===== config.mk =====
export PLATFORM = sky130hd
export DESIGN_NAME = ads5281_deser_flat
export DESIGN_NICKNAME = d
export VERILOG_FILES = /design/src/rtl/ads5281_deser_if.sv /design/src/rtl/ads5281_deser.sv /design/src/flat_wrapper.sv
export SDC_FILE = /design/constraint.sdc
export NUM_CORES = 1
export LEC_CHECK = 0
export BUFFER_PORTS_ARGS = -buffer_cell sky130_fd_sc_hd__clkbuf_2
export CORE_MARGIN = 1.5
export CORE_UTILIZATION = 55
export DETAILED_ROUTE_END_ITERATION = 10
export GPL_TIMING_DRIVEN = 0
export PLACE_DENSITY = 0.89
export SKIP_CTS_REPAIR_TIMING = 1
export SLEW_MARGIN = 20
export SYNTH_ARGS = -nofsm -noshare
export SYNTH_HDL_FRONTEND = slang
export SYNTH_SLANG_ARGS = --single-unit

===== constraint.sdc =====
create_clock -name i_clk -period 2.1 [get_ports i_clk]
set_clock_uncertainty 0.15 [all_clocks]
set_input_delay 0.21 -clock i_clk [delete_from_list [all_inputs] [get_ports i_clk]]
set_output_delay 0.21 -clock i_clk [all_outputs]
set_load 0.01 [all_outputs]

===== src/rtl/ads5281_deser_if.sv =====
// Bus between the ADS5281 LVDS front-end and the serial-to-parallel receiver.
// master: drives serial lanes and the align request (ADC side / stimulus).
// slave : the deserializer.
interface ads5281_deser_if #(
  parameter int NCH   = 8,
  parameter int WIDTH = 12
);
  logic [NCH-1:0]       sdata;
  logic                 align_req;
  logic [NCH*WIDTH-1:0] data_out;
  logic                 data_valid;
  logic                 locked;
  logic                 align_err;
  logic [3:0]           slip_cnt;

  modport master (
    output sdata, align_req,
    input  data_out, data_valid, locked, align_err, slip_cnt
  );

  modport slave (
    input  sdata, align_req,
    output data_out, data_valid, locked, align_err, slip_cnt
  );
endinterface


===== src/rtl/ads5281_deser.sv =====
// ADS5281 LVDS receiver: per-lane LSB-first shift registers, a shared phase
// counter that marks the word boundary, and a bit-slip aligner that locks the
// boundary onto the ADC sync pattern seen on lane 0.
//
// state  | meaning
// S_IDLE | not aligned, no strobes; waits for an ALIGN_REQ rising edge
// S_ALIGN| comparing lane-0 words with SYNC_WORD at each boundary
// S_SLIP | one-cycle phase-counter hold, moves the boundary one bit later
// S_RUN  | locked, DATA_VALID at every boundary
module ads5281_deser #(
  parameter int               NCH        = 8,
  parameter int               WIDTH      = 12,
  parameter logic [WIDTH-1:0] SYNC_WORD  = 12'h03F,
  parameter int               LOCK_COUNT = 16
) (
  input  logic           i_clk,
  input  logic           i_rst_n,
  ads5281_deser_if.slave bus
);

  localparam int              PW         = $clog2(WIDTH);
  localparam int              MW         = $clog2(LOCK_COUNT + 1);
  localparam logic [PW-1:0]   PH_LAST    = PW'(WIDTH - 1);
  localparam logic [3:0]      SLIP_MAX   = 4'(WIDTH);
  localparam logic [MW-1:0]   MATCH_LAST = MW'(LOCK_COUNT - 1);

  typedef enum logic [1:0] {S_IDLE, S_ALIGN, S_SLIP, S_RUN} state_t;

  state_t               r_state;
  state_t               w_state_nxt;
  logic [NCH-1:0]       r_sdata_q;
  logic [WIDTH-1:0]     r_sr [NCH];
  logic [PW-1:0]        r_phase;
  logic                 r_req_q;
  logic [NCH*WIDTH-1:0] r_data;
  logic                 r_valid;
  logic                 r_err;
  logic                 r_discard;
  logic [3:0]           r_slip_cnt;
  logic [MW-1:0]        r_match;

  logic                 w_boundary;
  logic                 w_req_rise;
  logic                 w_valid_nxt;
  logic                 w_err_nxt;
  logic                 w_discard_nxt;
  logic [3:0]           w_slip_nxt;
  logic [MW-1:0]        w_match_nxt;

  assign w_boundary = (r_phase == PH_LAST);
  assign w_req_rise = bus.align_req & ~r_req_q;

  // Input flop, then per-lane shift toward bit 0 so the first bit ends up as the LSB.
  always_ff @(posedge i_clk or negedge i_rst_n) begin
    if (!i_rst_n) begin
      r_sdata_q <= '0;
      for (int i = 0; i < NCH; i++) r_sr[i] <= '0;
    end else begin
      r_sdata_q <= bus.sdata;
      for (int i = 0; i < NCH; i++) r_sr[i] <= {r_sdata_q[i], r_sr[i][WIDTH-1:1]};
    end
  end

  // Word phase counter; holding it for one cycle in S_SLIP delays every later boundary by a bit.
  always_ff @(posedge i_clk or negedge i_rst_n) begin
    if (!i_rst_n) begin
      r_phase <= '0;
    end else if (r_state != S_SLIP) begin
      r_phase <= w_boundary ? '0 : r_phase + PW'(1);
    end
  end

  // Capture all lanes at every boundary; in RUN this is also the strobe instant, so data holds between strobes.
  always_ff @(posedge i_clk or negedge i_rst_n) begin
    if (!i_rst_n) begin
      r_data <= '0;
    end else if (w_boundary) begin
      for (int i = 0; i < NCH; i++) r_data[i*WIDTH +: WIDTH] <= r_sr[i];
    end
  end

  // FSM state and aligner bookkeeping registers.
  always_ff @(posedge i_clk or negedge i_rst_n) begin
    if (!i_rst_n) begin
      r_state    <= S_IDLE;
      r_req_q    <= 1'b0;
      r_valid    <= 1'b0;
      r_err      <= 1'b0;
      r_discard  <= 1'b0;
      r_slip_cnt <= '0;
      r_match    <= '0;
    end else begin
      r_state    <= w_state_nxt;
      r_req_q    <= bus.align_req;
      r_valid    <= w_valid_nxt;
      r_err      <= w_err_nxt;
      r_discard  <= w_discard_nxt;
      r_slip_cnt <= w_slip_nxt;
      r_match    <= w_match_nxt;
    end
  end

  // Next-state logic; a request edge overrides whatever the current state would do this cycle.
  always_comb begin
    w_state_nxt   = r_state;
    w_valid_nxt   = 1'b0;
    w_err_nxt     = r_err;
    w_discard_nxt = r_discard;
    w_slip_nxt    = r_slip_cnt;
    w_match_nxt   = r_match;
    if (w_req_rise) begin
      w_state_nxt   = S_ALIGN;
      w_err_nxt     = 1'b0;
      w_discard_nxt = 1'b1;
      w_slip_nxt    = '0;
      w_match_nxt   = '0;
    end else begin
      unique case (r_state)
        S_IDLE: begin
          w_state_nxt = S_IDLE;
        end
        S_ALIGN: begin
          if (w_boundary) begin
            // The first word after (re)entering ALIGN may straddle the old framing.
            if (r_discard) begin
              w_discard_nxt = 1'b0;
            end else if (r_sr[0] == SYNC_WORD) begin
              w_match_nxt = r_match + MW'(1);
              if (r_match == MATCH_LAST) w_state_nxt = S_RUN;
            end else begin
              w_match_nxt = '0;
              if (r_slip_cnt != SLIP_MAX) w_slip_nxt = r_slip_cnt + 4'd1;
              w_state_nxt = S_SLIP;
            end
          end
        end
        S_SLIP: begin
          w_discard_nxt = 1'b1;
          if (r_slip_cnt == SLIP_MAX) begin
            w_state_nxt = S_IDLE;
            w_err_nxt   = 1'b1;
          end else begin
            w_state_nxt = S_ALIGN;
          end
        end
        S_RUN: begin
          w_valid_nxt = w_boundary;
        end
        default: begin
          w_state_nxt = S_IDLE;
        end
      endcase
    end
  end

  assign bus.data_out   = r_data;
  assign bus.data_valid = r_valid;
  assign bus.locked     = (r_state == S_RUN);
  assign bus.align_err  = r_err;
  assign bus.slip_cnt   = r_slip_cnt;

endmodule


===== src/flat_wrapper.sv =====
// flat-port wrapper written by rule: the top's interface ports become plain ports
module ads5281_deser_flat 
#(
  parameter int               NCH        = 8,
  parameter int               WIDTH      = 12,
  parameter logic [WIDTH-1:0] SYNC_WORD  = 12'h03F,
  parameter int               LOCK_COUNT = 16
)
  (i_clk, i_rst_n, bus_sdata, bus_align_req, bus_data_out, bus_data_valid, bus_locked, bus_align_err, bus_slip_cnt);
  ads5281_deser_if #(.NCH(NCH), .WIDTH(WIDTH)) bus_i ();
  input  logic i_clk;
  input  logic i_rst_n;
  input wire logic [$bits(bus_i.sdata)-1:0] bus_sdata;
  input wire logic [$bits(bus_i.align_req)-1:0] bus_align_req;
  output wire logic [$bits(bus_i.data_out)-1:0] bus_data_out;
  output wire logic [$bits(bus_i.data_valid)-1:0] bus_data_valid;
  output wire logic [$bits(bus_i.locked)-1:0] bus_locked;
  output wire logic [$bits(bus_i.align_err)-1:0] bus_align_err;
  output wire logic [$bits(bus_i.slip_cnt)-1:0] bus_slip_cnt;
  assign bus_i.sdata = bus_sdata;
  assign bus_i.align_req = bus_align_req;
  assign bus_data_out = bus_i.data_out;
  assign bus_data_valid = bus_i.data_valid;
  assign bus_locked = bus_i.locked;
  assign bus_align_err = bus_i.align_err;
  assign bus_slip_cnt = bus_i.slip_cnt;
  ads5281_deser #(.NCH(NCH), .WIDTH(WIDTH), .SYNC_WORD(SYNC_WORD), .LOCK_COUNT(LOCK_COUNT)) u_core (.i_clk(i_clk), .i_rst_n(i_rst_n), .bus(bus_i));
endmodule

# [After elaboration in Yosys (flattened, before gate mapping)]
# Index checks and enable logic that the tools add are counted.
[totals] out_inout_bits=103 wordCells=77 register_bits=219 inputBits=11
[classes] n_bitwise=2 addsub=3 muxes=27 eq_ne=14 n_reduce_logical=13
[ops] op="4-bit two-way mux" n=7
[ops] op="5-bit two-way mux" n=5
[ops] op="12-bit by 6-bit == test with 1-bit output, second input constant" n=1
[ops] op="2-bit two-way mux" n=5
[ops] op="2-bit nonzero test" n=5
[ops] op="4-bit by 1-bit adder with 4-bit output, second input constant" n=2
[ops] op="4-bit == test, second input constant" n=2
[ops] op="1-bit two-way mux" n=8
[ops] op="2-bit case mux with 3 select lines" n=1
[ops] op="5-bit by 1-bit adder with 5-bit output, second input constant" n=1
[ops] op="5-bit by 4-bit == test with 1-bit output, second input constant" n=1
[ops] op="5-bit AND reduction" n=1
[ops] op="2-bit == test, second input constant" n=2
[ops] op="2-bit inequality test, second input constant" n=2
[ops] op="4-bit by 3-bit inequality test with 1-bit output, second input constant" n=1
[ops] op="4-bit inequality test, second input constant" n=1
[ops] op="2-bit AND reduction" n=2
[ops] op="4-bit AND reduction" n=1
[ops] op="4-bit nonzero test" n=1
[ops] op="3-bit by 1-bit inequality test with 1-bit output, second input constant" n=1
[ops] op="3-bit inequality test, second input constant" n=1
[ops] op="3-bit AND reduction" n=1
[ops] op="3-bit nonzero test" n=1
[ops] op="2-bit by 1-bit == test with 1-bit output, second input constant" n=1
[ops] op="other kinds (5)" n=5

# [Depth between registers and ports, before layout]
# Gate-level depths: netlist of run 1.
[depth] word_depth=7 mapped_depth=7 ltp_nobuf=7

# [Worst setup path after synthesis of run 1]
# OpenSTA, ideal clock, no wires.
[synth_path] kind="reg-to-reg" from="register u_core.r_state[1]" to="register u_core.r_match[0]" setup_ns=0.078 n_path_buf=1 path_stages_with_launch=8 synth_period_minus_slack_ns=1.824 arrival_time_ns=1.596 slack_ns=0.276 required_ns=1.872 cell_sequence="dfrtp_1 inv_1 ha_1 nand2b_1 or2_1 clkbuf_2 or3_1 a21oi_1"
[synth_between] elab_chain_len=3
[synth_lines] element="start, declared" line_no="ads5281_deser.sv:29" source="state_t r_state;"
[synth_lines] element="start signal, assigned" line_no="ads5281_deser.sv:93" source="r_state <= w_state_nxt;"
[synth_lines] element="2-bit by 1-bit == test with 1-bit output" line_no="ads5281_deser.sv:118" source="unique case (r_state)"
[synth_lines] element="2-bit nonzero test (no line)"
[synth_lines] element="3-bit AND reduction (no line)"
[synth_lines] element="end signal, assigned" line_no="ads5281_deser.sv:99" source="r_match <= w_match_nxt;"
[synth_lines] element="end, declared" line_no="ads5281_deser.sv:40" source="logic [MW-1:0] r_match;"
# Every way passes these cells.
# A chain may end at the register's enable or synchronous reset.

# [Worst setup path after layout of run 1]
[layout_path] from="register u_core.r_state[0]" to="register u_core.r_state[1]"
[layout_between] elab_chain_len=3 word_cells_on_any_way=10 classes_between="eq/ne: 5; mux: 2; reduce/logical: 3"
[layout_lines] element="2-bit by 1-bit == test with 1-bit output (tied with other cells)" line_no="ads5281_deser.sv:118"
[layout_lines] element="4-bit by 3-bit inequality test with 1-bit output (no line) (tied with other cells)"
[layout_lines] element="4-bit AND reduction (no line) / 2-bit two-way mux (equally long branches)"
# Parallel ways exist; a longest one is shown, timed or not.

==> results.md, run 1 <==
Timing:
- The number of max-slew violations in the final report is 0.
- The worst pin sits at a relative slew slack of 0.703.
- The final worst-path setup slack is between 70 and 80 ps.
- The number of hold-slack violations in the final timing report is 0.
- Setup violations remaining at the end of the flow were counted as 0.
- The post-route clock period utilization is 0.963.
- For this run, the top clock speed supported by timing is 495 MHz.
- At the pin with the least slew margin, the transition time is 446 ps.
- The clock period could shrink to 2020 ps.

Place:
- The wire-length estimate of the detail-placed layout is between 8000 and 9000 µm.
- At the end of routability-driven placement, the weighted congestion stood at approximately 0.8.
- Counting tap cells, the placed design contains a total of roughly 720 instances.
- The count of buffers inserted at the top-level ports is 113.
- The worst setup slack before clock tree synthesis is -224 ps.

Power and ir drop:
- Summing internal, switching and leakage power gives 0.0128 W.
- The cell area power density is 1440 nW/µm².
- IR analysis of the VDD net gives a maximum drop of 1.02 mV.
- In this run the static leakage power is 4.17 nW.

Flow run:
- The max-capacitance violation count is 0.

Synthesis:
- The post-synthesis sequential element count is approximately 220.
- By count the netlist is led by dfrtp_1 (219), mux2_2 (98), nand2_1 (14).
- The prevailing post-synth register cell is dfrtp_1.
- The number of nets in the synthesized netlist is 450.
- Sorting the synthesized cells by area gives the leading types as dfrtp_1 (75%), mux2_2 (15%), ha_1 (1.7%).
- dfrtp_1 is the most common cell in the netlist.
- Synthesis produced a netlist whose cell count is 429.
- For this run, asynchronously set or reset flops after synthesis account for 1.00.
- The area share of the largest cell type after synthesis is 0.752.
- The total standard cell area after synthesis is 7280 µm².
- dfrtp_1 takes more of the synthesized area than any other cell.
- Yosys mapped a number of flops with a built-in enable equal to 0.
- The share of the Yosys chip area taken by registers is 0.752.
- During synthesis, Yosys emitted a total of 0 warnings.
- The synthesized netlist contains 39 unique library cells.
- The mean area per synthesized cell is 17.0 µm².

Route:
- The routed design uses 727 µm of met3 wire.
- In the routed design, unresolved DRC markers number 0.
- The number of iterations in the first detailed-routing pass is 4.
- The number of design-rule violations left by the first detailed-router iteration is 120.
- The met2 routed wirelength is 6580 µm.
- The average wire per cell in the routed design is 16.7 µm.
- The vias after detailed routing is 3940.
- The total routed wirelength is ~13000 µm.
- The post-route antenna net violation count is 0.
- The number of vias per cell is 5.17.
- The highest metal layer carrying signal wires in the routed design is met4.
- For this block, wires on met1 add up to 5240 µm.

Hold path:
- The min-delay analysis places its worst path in the category primary input to async pin.

Floorplan:
- The number of rows created at floorplan is 41.
- The area of the die is 13900 µm².
- The die boundary width is 118 µm.
- The vertical die dimension is between 100 and 150 µm.
- The effective utilization at floorplan is 0.570.
- The area of the core region is 12800 µm².
- The number of ports placed on the die boundary is ~110.

Setup path:
- The worst setup path is launched from a flip-flop.
- Walking the worst path, the cells encountered are inv_1, ha_1, or2_2, and4_1, a32o_1.
- At the worst endpoint, the arrival time is 2240 ps.
- At the worst endpoint, the required time is around 2300 ps.
- The standard cell with the maximum stage delay on the critical path is dfrtp_1.
- The critical path is of the flip-flop to flip-flop type.
- The top fanout value on the critical path is 5.
- The worst stage delay on the critical path is roughly 470 ps.
- The endpoint kind of the worst setup timing path is a flip-flop.

CTS:
- The maximum buffer depth of the clock tree is 3.
- After clock tree synthesis, the clock-pin slew on the worst setup and hold paths is around 60 ps.
- The total clock sinks is 219.
- The clock buffer count from CTS is 21.
- The TritonCTS clock tree is built.
- The root buffer cell is clkbuf_16.
- The clock network latency to the later pin of the worst-skew pair is 490 ps.
- The number of H-tree branching levels is 1.

Global route:
- The all-layer global routing usage is 0.187.
- The maximum number of pins on one net before global-route repair is 89.
- The first global-routing pass estimated 20900 µm of wire.
- For this run the aggregate overflow at the end of global routing stands at 0.
- The number of antenna violations at the first check in global routing is 0.
- The number of global-route vias before repair is 4155.

Outcome:
- The flow ran to the end, and the final reports show no timing, DRC or antenna violations.

Finish:
- For this run, the share of the core covered by cells in the final layout is 0.697.
- The synthesis-to-finish area growth is 22.2%.
- The number of antenna diodes in the final layout is 0.
- The proportion of layout cells with a drive suffix above 1 is 0.437.
- The net count of the finished layout is around 600.
- The count of cells in the finished layout, fillers not included, comes to 762.
[final cells by class]
cell class | instances | area, µm²
clock buffer | 31 | 583
buffer | 14 | 90.1
clock inverter | 5 | 53.8
timing repair buffer | 125 | 729
fill | 854 | 3870
multi-input combinational | 190 | 1730
inverter | 6 | 22.5
sequential | 219 | 5480
tap | 172 | 215
[through the flow]
stage	area [µm²]	setup TNS, ps	hold WS, ps
after floorplan	7280	0	-236
after global placement	8070	-689590	169
after detailed placement	8130	-17490	28.3
after CTS	8770	-18950	-489
after global routing	8900	-7.46	86.5
final	8900	0	69.8
[path summary, 6_finish.rpt]
| check | end | from | depth (start not counted) | slack, ps |
|---|---|---|---|---|
| max | u_core.r_state[1]$_DFFE_PN0P_ | u_core.r_state[0]$_DFFE_PN0P_ | 5 | 80 |
| min | u_core.bus.data_out[80]$_DFFE_PN0N_ | i_rst_n | 2 | 70 |
| max reg2reg | u_core.r_state[1]$_DFFE_PN0P_ | u_core.r_state[0]$_DFFE_PN0P_ | 5 | 80 |
| min reg2reg | u_core.r_sr[23]$_DFF_PN0_ | u_core.r_sdata_q[6]$_DFF_PN0_ | 0 | 200 |
| max in group asynchronous | u_core.r_phase[2]$_DFFE_PN0P_ | i_rst_n | 3 | 980 |
| min in group i_clk | u_core.r_sr[23]$_DFF_PN0_ | u_core.r_sdata_q[6]$_DFF_PN0_ | 0 | 200 |
[cell usage in the layout, fill, tap and decap left out, drive strengths merged, types with 2 or more instances in the layout]
cell type | Yosys | final
buf | 10 | 3
nand2 | 14 | 14
nor2 | 10 | 10
dfrtp | 219 | 219
nor4 | 3 | 3
o21ai | 2 | 2
nand2b | 3 | 3
or3 | 2 | 2
nand3 | 7 | 7
mux2i | 2 | 2
a21oi | 7 | 7
and4 | 2 | 2
nor2b | 3 | 3
ha | 10 | 10
nand4 | 3 | 3
nor3 | 5 | 5
clkbuf | 4 | 157
and3 | 2 | 2
dlygate4sd3 | 0 | 10
or2 | 2 | 2
a211oi | 2 | 2
clkinv | 0 | 3
mux2 | 98 | 98
inv | 6 | 7
[power breakdown]
part           internal [W]  switching, W  leakage, nW
Sequential          0.00535      0.000662         2.58
Combinational       0.00168       0.00159         1.27
Clock               0.00204       0.00145        0.313
[flip-flops by register name, indices dropped and copies added, names as in the netlist]
register and flops:
u_core.bus.align_err 1, u_core.bus.data_out 96, u_core.bus.data_valid 1, u_core.bus.slip_cnt 4, u_core.r_discard 1, u_core.r_match 5, u_core.r_phase 4, u_core.r_req_q 1
u_core.r_sdata_q 8, u_core.r_sr 96, u_core.r_state 2
[cells by family after synthesis]
| logic type | Yosys count | synth area share |
|---|---|---|
| flip-flops | 219 | 0.752 |
| multiplexers | 100 | 0.154 |
| AND/OR/NAND/NOR | 61 | 0.0467 |
| buffers and inverters | 20 | 0.0120 |
| AO/OA/AOI/OAI | 18 | 0.0163 |
| adder cells (fa/ha/maj) | 10 | 0.0172 |
| XOR/XNOR | 1 | 0.00120 |
[critical path: cells and delay by family (launching register included)]
kind                     cells  cell delay, ps
AND/OR/NAND/NOR              2             570
flip-flops                   1             470
adder cells (fa/ha/maj)      1             360
AO/OA/AOI/OAI                1             260
buffers and inverters        1             100
[layer usage]
layer / vias up / track usage
met2: 107 / 0.322
met4: 0 / 0.0389
met5: - / 0
met3: 19 / 0.0475
met1: 2028 / 0.240
li1: 1786 / -
Power figures use the tool's default switching activity.
==> run 2, diff against run 1 <==
- RECOVER_POWER: not set -> 100
==> run 2 against run 1 <==
Against the previous run: core utilization is 1.1 points lower; register-to-register slack hardly changed; fmax is 0.28% lower; critical path depth stayed put; critical endpoint unchanged; largest cell class unchanged; highest routed layer unchanged.
==> results.md, run 2 (synthesized netlist as in run 1, its figures left out) <==
Hold path:
- The type of the tightest min-delay check is flip-flop to flip-flop.
- The path with the worst hold slack has its endpoint at u_core.r_sr[23]$_DFF_PN0_.
- The worst hold path begins at u_core.r_sdata_q[6]$_DFF_PN0_.
- The number of cells on the worst hold path is 0.

Place:
- The final estimated routing congestion in global placement is 0.799.
- The worst setup slack before clock tree synthesis is -224 ps.
- The half-perimeter wire length of the detailed placement result is 8440 µm.
- The count of buffers inserted at the top-level ports is 113.

Finish:
- The post-layout net count is 598.
- The utilization after layout is 0.686.
- The proportion of layout cells with a drive suffix above 1 is 0.259.
- The number of antenna diodes in the final layout is 0.
- The library cells used most frequently in the layout, excluding fill and tap cells, are dfrtp_1 (219), clkbuf_1 (114), mux2_2 (97).
- The most common cell after layout, fill and taps aside is dfrtp_1.
- Compared with the post-synthesis result, the final layout area differs by 20.3%.

Flow run:
- The max-capacitance violation count is 0.

Floorplan:
- For this configuration, the core starts out at a cell density of 0.570.
- The die is 118 µm wide.
- The area of the core region is 12800 µm².
- The number of ports placed on the die boundary is 114.
- In this run the vertical extent of the chip is 118 µm.
- The area of the die is 13900 µm².
- The number of rows created at floorplan is 41.

Route:
- The number of design-rule violations left by the first detailed-router iteration is about 140.
- The average wire per cell in the routed design is 16.8 µm.
- The post-route antenna net violation count is 0.
- After detailed routing, the number of vias per cell comes to approximately 5.1.
- The total routed wirelength is 12800 µm.
- The final route contains 3918 vias.
- The first detailed-routing pass ran for 4 iterations.
- For this run, design rule violations remaining after detail routing come to 0.

Global route:
- After global routing the overflow that remains totals 0.
- In the global route stage, met1 resource usage came out at 0.240.
- Across every metal layer, demand over resource in global routing totals 0.187.
- The number of global-route vias before repair is roughly 4200.
- The global routing met2 resource utilization is 0.322.
- The first global-routing pass estimated roughly 21000 µm of wire.
- Entering global routing, the biggest net connects between 80 and 90 pins.
- The number of antenna violations at the first check in global routing was 0.
- The layer with the highest usage after global routing is met2.
- The global-route met3 utilization is 0.0475.

CTS:
- The longest clock path from root to sink contains 3 buffers.
- In this run, CTS created clock tree buffers numbering 21.
- The clock network latency to the later pin of the worst-skew pair is slightly below 500 ps.
- Clock-pin slew was measured on the worst setup and hold paths at 60 ps.
- The root buffer cell is clkbuf_16.
- The total clock sinks is 219.
- The number of H-tree branching levels is 1.
- TritonCTS built the clock tree.

Power and ir drop:
- Power spread over the standard cell area amounts to between 1000 and 1500 nW/µm².
- The leakage power is 3.85 nW.
- IR analysis of the VDD net gives a maximum drop of 1.01 mV.

Timing:
- The timing-limited maximum frequency is 493 MHz.
- In the finished design, the share of the clock period the worst path needs comes to 0.966.
- The final worst-path setup slack is 72.1 ps.
- The actual transition at the worst max-transition pin is 1230 ps.
- The final setup violation count is 0.
- The final critical delay including setup and external delays is 2030 ps.
- Hold timing on the final database bottoms out at a slack of 200 ps.
- The summed negative setup slack over all endpoints is 0 ps.
- The number of hold-slack violations in the final timing report is 0.
- The worst slew slack as a fraction of its limit is 0.180.
- The number of max-slew violations in the final report is 0.

Setup path:
- The path type of the worst setup path is flip-flop to flip-flop.
- In this run the worst path has a maximum fanout of 5.
- The worst reg-to-reg path cell count is 5.
- The worst setup path is captured at a flip-flop.
- For the worst setup path, the data required time is ~2300 ps.
- The startpoint of the lowest-slack register-to-register path is u_core.r_state[0]$_DFFE_PN0P_.
- The sort of element at the start of the critical path is a flip-flop.
- Data on the critical path arrives at its endpoint at 2240 ps.
- The terminus of the critical flop-to-flop path is u_core.r_state[1]$_DFFE_PN0P_.
- The beginning of the critical path is u_core.r_state[0]$_DFFE_PN0P_.
- Across all register-to-register paths, the minimum setup slack is roughly 72 ps.

Outcome:
- The flow ran to the end, and the final reports show no timing, DRC or antenna violations.
## run 2: worst max path at each step
| stage | endpoint | slack [ps] |
|---|---|---|
| final | u_core.r_state[1]$_DFFE_PN0P_ | 70 |
| after global routing | u_core.r_state[1]$_DFFE_PN0P_ | -7 |
| after CTS | u_core.bus.data_out[48]$_DFFE_PN0N_ | -260 |
| after detailed placement | u_core.bus.data_out[30]$_DFFE_PN0N_ | -220 |
| after global placement | u_core.r_sr[85]$_DFF_PN0_ | -3090 |
| after floorplan | u_core.r_match[0]$_DFFE_PN0P_ | 280 |
## run 2: stage by stage
step                      cells  total power [W]  area, µm²
after floorplan             429          0.00778       7280
after global placement      714          0.00907       8070
after detailed placement    716          0.00932       8130
after CTS                   752           0.0129       8770
after global routing        762           0.0132       8760
final                       762           0.0125       8760
## run 2: worst max-delay path, stage by stage, from the launching register on
cell	delay [ps]
dfrtp_1	470
inv_1	100
ha_1	360
or2_2	330
and4_1	250
a32o_1	260
## run 2: metal layers
layer	vias to the layer above	share of wire	wire length (µm)
met5	-	0	0
met4	0	0.015	192
met3	19	0.056	720
met2	102	0.52	6600
met1	2011	0.41	5270
li1	1786	-	-
## run 2: power breakdown
part           switching (W)  internal (W)
Clock                0.00145       0.00204
Sequential          0.000655       0.00535
Combinational        0.00160       0.00144
## run 2: cell type report
| class | count | area (µm²) |
|---|---|---|
| fill | 916 | 4010 |
| timing repair buffer | 125 | 591 |
| buffer | 14 | 90.1 |
| tap | 172 | 215 |
| inverter | 6 | 22.5 |
| multi-input combinational | 190 | 1730 |
| clock buffer | 31 | 583 |
| sequential | 219 | 5480 |
| clock inverter | 5 | 53.8 |
